<file path="src/rtl/fp_mul_if.sv">
// Operand/result stream bundle for fp_mul_pipe: valid/ready on both sides.
// master = operand issuer / result consumer, slave = the multiplier.
interface fp_mul_if #(
    parameter int EXP_W = 8,
    parameter int MAN_W = 23
);
    localparam int W = 1 + EXP_W + MAN_W;

    logic         in_valid;
    logic         in_ready;
    logic [W-1:0] in_a;
    logic [W-1:0] in_b;
    logic         out_valid;
    logic         out_ready;
    logic [W-1:0] out_z;
    logic [3:0]   out_flags;

    modport master (
        output in_valid, in_a, in_b, out_ready,
        input  in_ready, out_valid, out_z, out_flags
    );

    modport slave (
        input  in_valid, in_a, in_b, out_ready,
        output in_ready, out_valid, out_z, out_flags
    );
endinterface

</file>
<file path="src/rtl/fp_mul_pipe.sv">
// Three-stage pipelined floating-point multiplier (unpack / multiply / normalise-round-pack).
// Define FP_MUL_RNE_EN for round-to-nearest-even; otherwise results are truncated.
module fp_mul_pipe #(
    parameter int EXP_W = 8,
    parameter int MAN_W = 23
) (
    input  logic     clk,
    input  logic     resetn,
    fp_mul_if.slave  bus
);
    localparam int W  = 1 + EXP_W + MAN_W;
    localparam int EW = EXP_W + 2;
    localparam int PW = 2 * MAN_W + 2;
    localparam logic signed [EW-1:0] BIAS    = EW'((2 ** (EXP_W - 1)) - 1);
    localparam logic signed [EW-1:0] EXP_TOP = EW'((2 ** EXP_W) - 1);

    logic stall;

    // Stage 1 state
    logic                 s1_valid_reg, s1_sign_reg;
    logic signed [EW-1:0] s1_exp_reg;
    logic [MAN_W:0]       s1_ma_reg, s1_mb_reg;
    logic                 s1_nan_reg, s1_invalid_reg, s1_inf_reg, s1_zero_reg;

    // Stage 2 state
    logic                 s2_valid_reg, s2_sign_reg;
    logic signed [EW-1:0] s2_exp_reg;
    logic [PW-1:0]        s2_prod_reg;
    logic                 s2_nan_reg, s2_invalid_reg, s2_inf_reg, s2_zero_reg;

    // Output state
    logic                 out_valid_reg;
    logic [W-1:0]         out_z_reg;
    logic [3:0]           out_flags_reg;

    assign stall         = out_valid_reg & ~bus.out_ready;
    assign bus.in_ready  = ~stall;
    assign bus.out_valid = out_valid_reg;
    assign bus.out_z     = out_z_reg;
    assign bus.out_flags = out_flags_reg;

    // Unpack and classify; denormals fall into the zero class.
    logic [EXP_W-1:0] ea, eb;
    logic [MAN_W-1:0] fa, fb;
    logic             a_zero, b_zero, a_inf, b_inf, a_nan, b_nan;

    assign ea     = bus.in_a[W-2:MAN_W];
    assign eb     = bus.in_b[W-2:MAN_W];
    assign fa     = bus.in_a[MAN_W-1:0];
    assign fb     = bus.in_b[MAN_W-1:0];
    assign a_zero = (ea == '0);
    assign b_zero = (eb == '0);
    assign a_inf  = (ea == '1) && (fa == '0);
    assign b_inf  = (eb == '1) && (fb == '0);
    assign a_nan  = (ea == '1) && (fa != '0);
    assign b_nan  = (eb == '1) && (fb != '0);

    // Normalise, round and pack from stage 2.
    logic                 msb, guard, sticky, round_up, carry;
    logic [MAN_W-1:0]     man_n, man_r;
    logic signed [EW-1:0] exp_n, exp_r;
    logic [W-1:0]         z_next;
    logic [3:0]           flags_next;

    always_comb begin
        msb    = s2_prod_reg[PW-1];
        man_n  = msb ? s2_prod_reg[PW-2 -: MAN_W] : s2_prod_reg[PW-3 -: MAN_W];
        guard  = msb ? s2_prod_reg[MAN_W] : s2_prod_reg[MAN_W-1];
        sticky = msb ? |s2_prod_reg[MAN_W-1:0] : |s2_prod_reg[MAN_W-2:0];
        exp_n  = s2_exp_reg + {{(EW-1){1'b0}}, msb};
`ifdef FP_MUL_RNE_EN
        round_up = guard & (sticky | man_n[0]);
`else
        round_up = 1'b0;
`endif
        {carry, man_r} = {1'b0, man_n} + {{MAN_W{1'b0}}, round_up};
        exp_r = exp_n + {{(EW-1){1'b0}}, carry};

        z_next     = {s2_sign_reg, exp_r[EXP_W-1:0], man_r};
        flags_next = {3'b000, guard | sticky};
        if (s2_nan_reg) begin
            z_next     = {1'b0, {EXP_W{1'b1}}, 1'b1, {(MAN_W-1){1'b0}}};
            flags_next = {s2_invalid_reg, 3'b000};
        end else if (s2_inf_reg) begin
            z_next     = {s2_sign_reg, {EXP_W{1'b1}}, {MAN_W{1'b0}}};
            flags_next = 4'b0000;
        end else if (s2_zero_reg) begin
            z_next     = {s2_sign_reg, {(W-1){1'b0}}};
            flags_next = 4'b0000;
        end else if (exp_r >= EXP_TOP) begin
            z_next     = {s2_sign_reg, {EXP_W{1'b1}}, {MAN_W{1'b0}}};
            flags_next = 4'b0101;
        end else if (exp_r <= 0) begin
            z_next     = {s2_sign_reg, {(W-1){1'b0}}};
            flags_next = 4'b0011;
        end
    end

    // Global stall: every stage holds while the output is blocked.
    always_ff @(posedge clk or negedge resetn) begin
        if (!resetn) begin
            s1_valid_reg   <= 1'b0;
            s1_sign_reg    <= 1'b0;
            s1_exp_reg     <= '0;
            s1_ma_reg      <= '0;
            s1_mb_reg      <= '0;
            s1_nan_reg     <= 1'b0;
            s1_invalid_reg <= 1'b0;
            s1_inf_reg     <= 1'b0;
            s1_zero_reg    <= 1'b0;
            s2_valid_reg   <= 1'b0;
            s2_sign_reg    <= 1'b0;
            s2_exp_reg     <= '0;
            s2_prod_reg    <= '0;
            s2_nan_reg     <= 1'b0;
            s2_invalid_reg <= 1'b0;
            s2_inf_reg     <= 1'b0;
            s2_zero_reg    <= 1'b0;
            out_valid_reg  <= 1'b0;
            out_z_reg      <= '0;
            out_flags_reg  <= '0;
        end else if (!stall) begin
            s1_valid_reg   <= bus.in_valid;
            s1_sign_reg    <= bus.in_a[W-1] ^ bus.in_b[W-1];
            s1_exp_reg     <= {2'b00, ea} + {2'b00, eb} - BIAS;
            s1_ma_reg      <= {1'b1, fa};
            s1_mb_reg      <= {1'b1, fb};
            s1_invalid_reg <= (a_inf & b_zero) | (b_inf & a_zero);
            s1_nan_reg     <= a_nan | b_nan | (a_inf & b_zero) | (b_inf & a_zero);
            s1_inf_reg     <= a_inf | b_inf;
            s1_zero_reg    <= a_zero | b_zero;

            s2_valid_reg   <= s1_valid_reg;
            s2_sign_reg    <= s1_sign_reg;
            s2_exp_reg     <= s1_exp_reg;
            s2_prod_reg    <= {{(MAN_W+1){1'b0}}, s1_ma_reg} * {{(MAN_W+1){1'b0}}, s1_mb_reg};
            s2_nan_reg     <= s1_nan_reg;
            s2_invalid_reg <= s1_invalid_reg;
            s2_inf_reg     <= s1_inf_reg;
            s2_zero_reg    <= s1_zero_reg;

            out_valid_reg  <= s2_valid_reg;
            out_z_reg      <= z_next;
            out_flags_reg  <= flags_next;
        end
    end
endmodule
</file>
<file path="src/flat_wrapper.sv">
// flat-port wrapper written by rule: the top's interface ports become plain ports
module fp_mul_pipe_flat 
#(
    parameter int EXP_W = 8,
    parameter int MAN_W = 23
)
  (clk, resetn, bus_in_valid, bus_in_a, bus_in_b, bus_out_ready, bus_in_ready, bus_out_valid, bus_out_z, bus_out_flags);
  fp_mul_if #(.EXP_W(EXP_W), .MAN_W(MAN_W)) bus_i ();
  input  logic clk;
  input  logic resetn;
  input wire logic [$bits(bus_i.in_valid)-1:0] bus_in_valid;
  input wire logic [$bits(bus_i.in_a)-1:0] bus_in_a;
  input wire logic [$bits(bus_i.in_b)-1:0] bus_in_b;
  input wire logic [$bits(bus_i.out_ready)-1:0] bus_out_ready;
  output wire logic [$bits(bus_i.in_ready)-1:0] bus_in_ready;
  output wire logic [$bits(bus_i.out_valid)-1:0] bus_out_valid;
  output wire logic [$bits(bus_i.out_z)-1:0] bus_out_z;
  output wire logic [$bits(bus_i.out_flags)-1:0] bus_out_flags;
  assign bus_i.in_valid = bus_in_valid;
  assign bus_i.in_a = bus_in_a;
  assign bus_i.in_b = bus_in_b;
  assign bus_i.out_ready = bus_out_ready;
  assign bus_in_ready = bus_i.in_ready;
  assign bus_out_valid = bus_i.out_valid;
  assign bus_out_z = bus_i.out_z;
  assign bus_out_flags = bus_i.out_flags;
  fp_mul_pipe #(.EXP_W(EXP_W), .MAN_W(MAN_W)) u_core (.clk(clk), .resetn(resetn), .bus(bus_i));
endmodule
</file>
<file path="config.mk">
export PLATFORM = sky130hd
export DESIGN_NAME = fp_mul_pipe_flat
export DESIGN_NICKNAME = d
export VERILOG_FILES = /design/src/rtl/fp_mul_if.sv /design/src/rtl/fp_mul_pipe.sv /design/src/flat_wrapper.sv
export SDC_FILE = /design/constraint.sdc
export NUM_CORES = 2
export LEC_CHECK = 0
export ABC_CLOCK_PERIOD_IN_PS = 12000
export CAP_MARGIN = 20
export CORE_MARGIN = 2
export CORE_UTILIZATION = 40
export CTS_BUF_LIST = sky130_fd_sc_hd__clkbuf_4 sky130_fd_sc_hd__clkbuf_8 sky130_fd_sc_hd__clkbuf_16
export DETAILED_ROUTE_END_ITERATION = 10
export PLACE_DENSITY_LB_ADDON = 0.1
export SLEW_MARGIN = 20
export SYNTH_ARGS = -nofsm -noshare
export SYNTH_HDL_FRONTEND = slang
export SYNTH_SLANG_ARGS = --single-unit
export TNS_END_PERCENT = 50
</file>
<file path="constraint.sdc">
create_clock -name clk -period 12 [get_ports clk]
set_input_delay 3.6 -clock clk [delete_from_list [all_inputs] [get_ports clk]]
set_output_delay 3.6 -clock clk [all_outputs]
set_load 0.02 [all_outputs]
</file>
; ---- Yosys cells after proc, flatten, opt, wreduce, memory -nomap -nowiden
; Index checks and enable logic that the tools add are counted.
[classes]
magnitude_cmp = 2
n_reduce_logical = 12
n_div = 0
n_mux = 13
n_addsub = 3
n_bitwise = 13
eq_ne = 2
multipliers = 1
shift = 0
[op_table]
columns = op, n
row1 = 31-bit 2-to-1 mux, 4
row2 = 24-bit by 24-bit multiplier with 48-bit output, 1
row3 = 23-bit logical NOT, 2
row4 = 23-bit nonzero test, 2
row5 = 32-bit 2-to-1 mux, 1
row6 = 23-bit 2-to-1 mux, 1
row7 = 23-bit OR reduction, 1
row8 = 22-bit OR reduction, 1
row9 = "8-bit equality test, second input constant", 2
row10 = 8-bit logical NOT, 2
row11 = 4-bit 2-to-1 mux, 4
row12 = 10-bit by 1-bit adder with 10-bit output, 1
row13 = "10-bit by 9-bit >= comparator with 1-bit output, second input constant", 1
row14 = "10-bit by 1-bit <= comparator with 1-bit output, second input constant", 1
row15 = "10-bit by 7-bit subtractor with 10-bit output, second input constant", 1
row16 = 8-bit by 8-bit adder with 9-bit output, 1
row17 = 1-bit bitwise OR, 7
row18 = 1-bit logical AND, 4
row19 = 1-bit bitwise AND, 3
row20 = 1-bit 2-to-1 mux, 2
row21 = 2-bit 2-to-1 mux, 1
row22 = 1-bit inverter, 2
row23 = 1-bit XOR, 1
[totals]
register_bits = 165
ramBits = 0
rom_bits = 0
input_bits = 68
mem_count = 0
latch_bits = 0
out_inout_bits = 38
wordCells = 66

; ---- Longest topological paths before layout
[depth]
word_depth = 8
mapped_depth = 26
depth_no_buf = 24

; ---- Least setup slack after synthesis
; No wires, ideal clock.
[synth_path]
kind = input to output
from = input port bus_out_ready
to = output port bus_in_ready
cell_stages = 4
setup_slack_ps = 3991
path_buffers = 2
arrival_ps = 4409
cell_sequence = nor2b_1 -> inv_1 -> clkbuf_1 -> clkbuf_1
[synth_via]
elab_chain_cells = 3
[synth_rtl]
columns = element, line
row1 = start: declaration, flat_wrapper.sv:14  ; input wire logic [$bits(bus_i.out_ready)-1:0] bus_out_ready;
row2 = 1-bit inverter, fp_mul_pipe.sv:36  ; assign stall = out_valid_reg & ~bus.out_ready;
row3 = 1-bit bitwise AND, fp_mul_pipe.sv:36
row4 = 1-bit inverter, fp_mul_pipe.sv:37  ; assign bus.in_ready = ~stall;
row5 = end: declaration, flat_wrapper.sv:15  ; output wire logic [$bits(bus_i.in_ready)-1:0] bus_in_ready;
; Every way passes these cells.

; ---- Worst setup path in the final report
; Ends and elaborated chain as after synthesis.

==> results.toml <==
[logic_synthesis]
syn_inst = 2948
syn-num-nets = 3684
yosysSeqAreaShare = 0.156
syn_area_per_cell_um2 = 8.93
yosys_warnings = 0
ys_ff_latch = 164
synth_ff_type = "dfrtp_1"
synthArstFlopShare = 1.00
synth.top_cell.area_share = 0.367
yosysUniqueCellTypes = 78
synth_area_um2 = 26300
yosys.area.top_type = "fa_1"
synth_area_leaders = "fa_1, dfrtp_1, ha_1"
synth_edf_count = 0

[detailed_routing]
routed_wl_um = 68400
dr_total_vias = 19300
drt-wirelength-per-cell_um = 17.8
antenna_left = 0
drtPass1Iterations = 5
via_per_inst = 5.04
route.detailed.drc = 0
drt_iter0_markers = 956

[flow_run]
max_cap_violations = 0

[floorplanning]
die_y_um = 261
core_region_area_um2 = 65500
die_w_um = 261
dieArea_um2 = 67900
ioPinCount = 106
rows = 94
start_util = 0.402

[cts]
clk_pin_slew_ns = 0.07
post_cts_buffers = 0
worstSkewPairLatency_ns = 0.45
cts_tree = "done"
cts_buffers = 17
htreeDepth = 4
cts_resized = 0
cts_sinks = 164
cts_hold_buf = 0
cts_root_buf = "clkbuf_16"
max-clock-path-buffers = 2

[hold_path]
worst_hold_path_type = "register to register"
worstHoldStart = "u_core.s2_valid_reg$_DFFE_PN0N_"

[grt]
grt_pass1_vias = 20900
grt_pass1_wl_um = 115000
grtUsageTotal = 0.215
antenna_found_initial = 4
grt_max_degree = 82
grt-ovfl-total = 0

[sta]
rsz0062_at_grt = "false"
max_freq_mhz = 111
post-route-period-util = 0.753
slew_viol_final = 0
relSlewSlack = 0.218
min_period_ns = 9.04
fin_skew_ns = 0.0197
tns_ns = 0
setup_violations = 0
tightest_slew_ns = 1.17
hold_viol_final = 0

[setup_path]
rr_worst_depth = 22
crit_end = "bus_in_ready"
worstSetupStartpoint = "bus_out_ready"
worstSetupEndpointType = "output pin"
worstPathRequired_ns = 8.40
r2r_end = "u_core.s2_prod_reg[31]$_DFFE_PN0N_"
start_kind = "input pin"
timing.rr.start = "u_core.s1_mb_reg[1]$_DFFE_PN0N_"
path_class = "input pin to output pin"
worstPathArrival_ns = 5.44
path_max_fanout = 76
ff2ff_setup_slack_ns = 4.18

[cells_and_area]
largest_reg_flops = 48
drive_gt1_frac = 0.0370
final_common_cell = "nand2_1"
final_cell_mix = "nand2_1, inv_1, fa_1"
num_antenna_cells = 0
nNetsFinal = 3699
area_growth_syn_to_layout_pct = 9.58

[placed_design]
place.gp.congestion = 0.864
dp_hpwl_um = 54500
io_buffers = 105

[status]
status = "completed"
per-stage QoR:
step           utilization  instance area, µm²  setup slack [ns]  cells  hold slack (ns)
2_1_floorplan            -               26300              3.99   2948            0.430
3_3_place_gp         0.430               28200              2.91   3807            0.451
3_5_place_dp         0.430               28200              2.91   3807            0.451
4_1_cts              0.440               28800              2.90   3839            0.470
5_1_grt              0.440               28900              2.84   3840            0.490
6_report             0.440               28900              2.96   3840            0.463
cell families after synthesis:
kind of cell               after synthesis  synth area share
AOI/OAI and AO/OA                      267            0.0668
DFF                                    164             0.156
buffers and inverters                  710             0.102
muxes                                   26           0.00993
adders and majority gates              668             0.455
and+or+nand+nor                       1054             0.190
xor gates and xnor gates                59            0.0196
worst max-delay path, cell delays in order:
cell             delay (ns)
clkdlybuf4s50_1        0.50
nor2b_4                0.06
inv_4                  0.51
clkdlybuf4s50_1        0.77
cell type report:
class | count | area (µm²)
clock inverter | 15 | 235
clock buffer | 17 | 425
sequential | 164 | 4110
tap | 864 | 1080
fill | 6425 | 36700
inverter | 563 | 2120
multi-input combinational | 2074 | 19500
timing repair buffer | 143 | 1350
cell usage after synthesis (9+ instances only):
cell type,count
a21o_1,30
inv_1,563
fa_1,483
nand2b_1,9
nor2_1,51
a31oi_1,9
a21oi_1,82
nand2_1,579
nor4_1,17
mux2i_1,25
nor3_1,16
and3_1,10
xnor2_1,37
clkbuf_1,135
nand4_1,15
and2_1,301
ha_1,185
dfrtp_1,164
xor2_1,22
o21ai_0,58
nand3_1,24
per-layer routing:
metal,share of wire,vias to the layer above,global-route usage,routed length [µm]
met4,0.018,4,0.0475,1230
met1,0.48,9901,0.311,32500
met3,0.047,82,0.0305,3190
met2,0.46,405,0.344,31500
li1,-,8950,-,-
met5,0.00039,-,0,27
worst min path at each step:
stage / endpoint / slack, ns / depth (start not counted)
after floorplan: u_core.s2_valid_reg$_DFFE_PN0N_ / 0.43 / 2
after global placement: u_core.s2_prod_reg[2]$_DFFE_PN0N_ / 0.45 / 2
after detailed placement: u_core.s2_valid_reg$_DFFE_PN0N_ / 0.45 / 2
after CTS: u_core.bus.out_valid$_DFFE_PN0N_ / 0.47 / 1
after global routing: u_core.s2_valid_reg$_DFFE_PN0N_ / 0.49 / 2
final: u_core.bus.out_valid$_DFFE_PN0N_ / 0.46 / 1
Power is not shown: default switching activity piles up to over one toggle a cycle in this logic, so the estimate is an artifact.
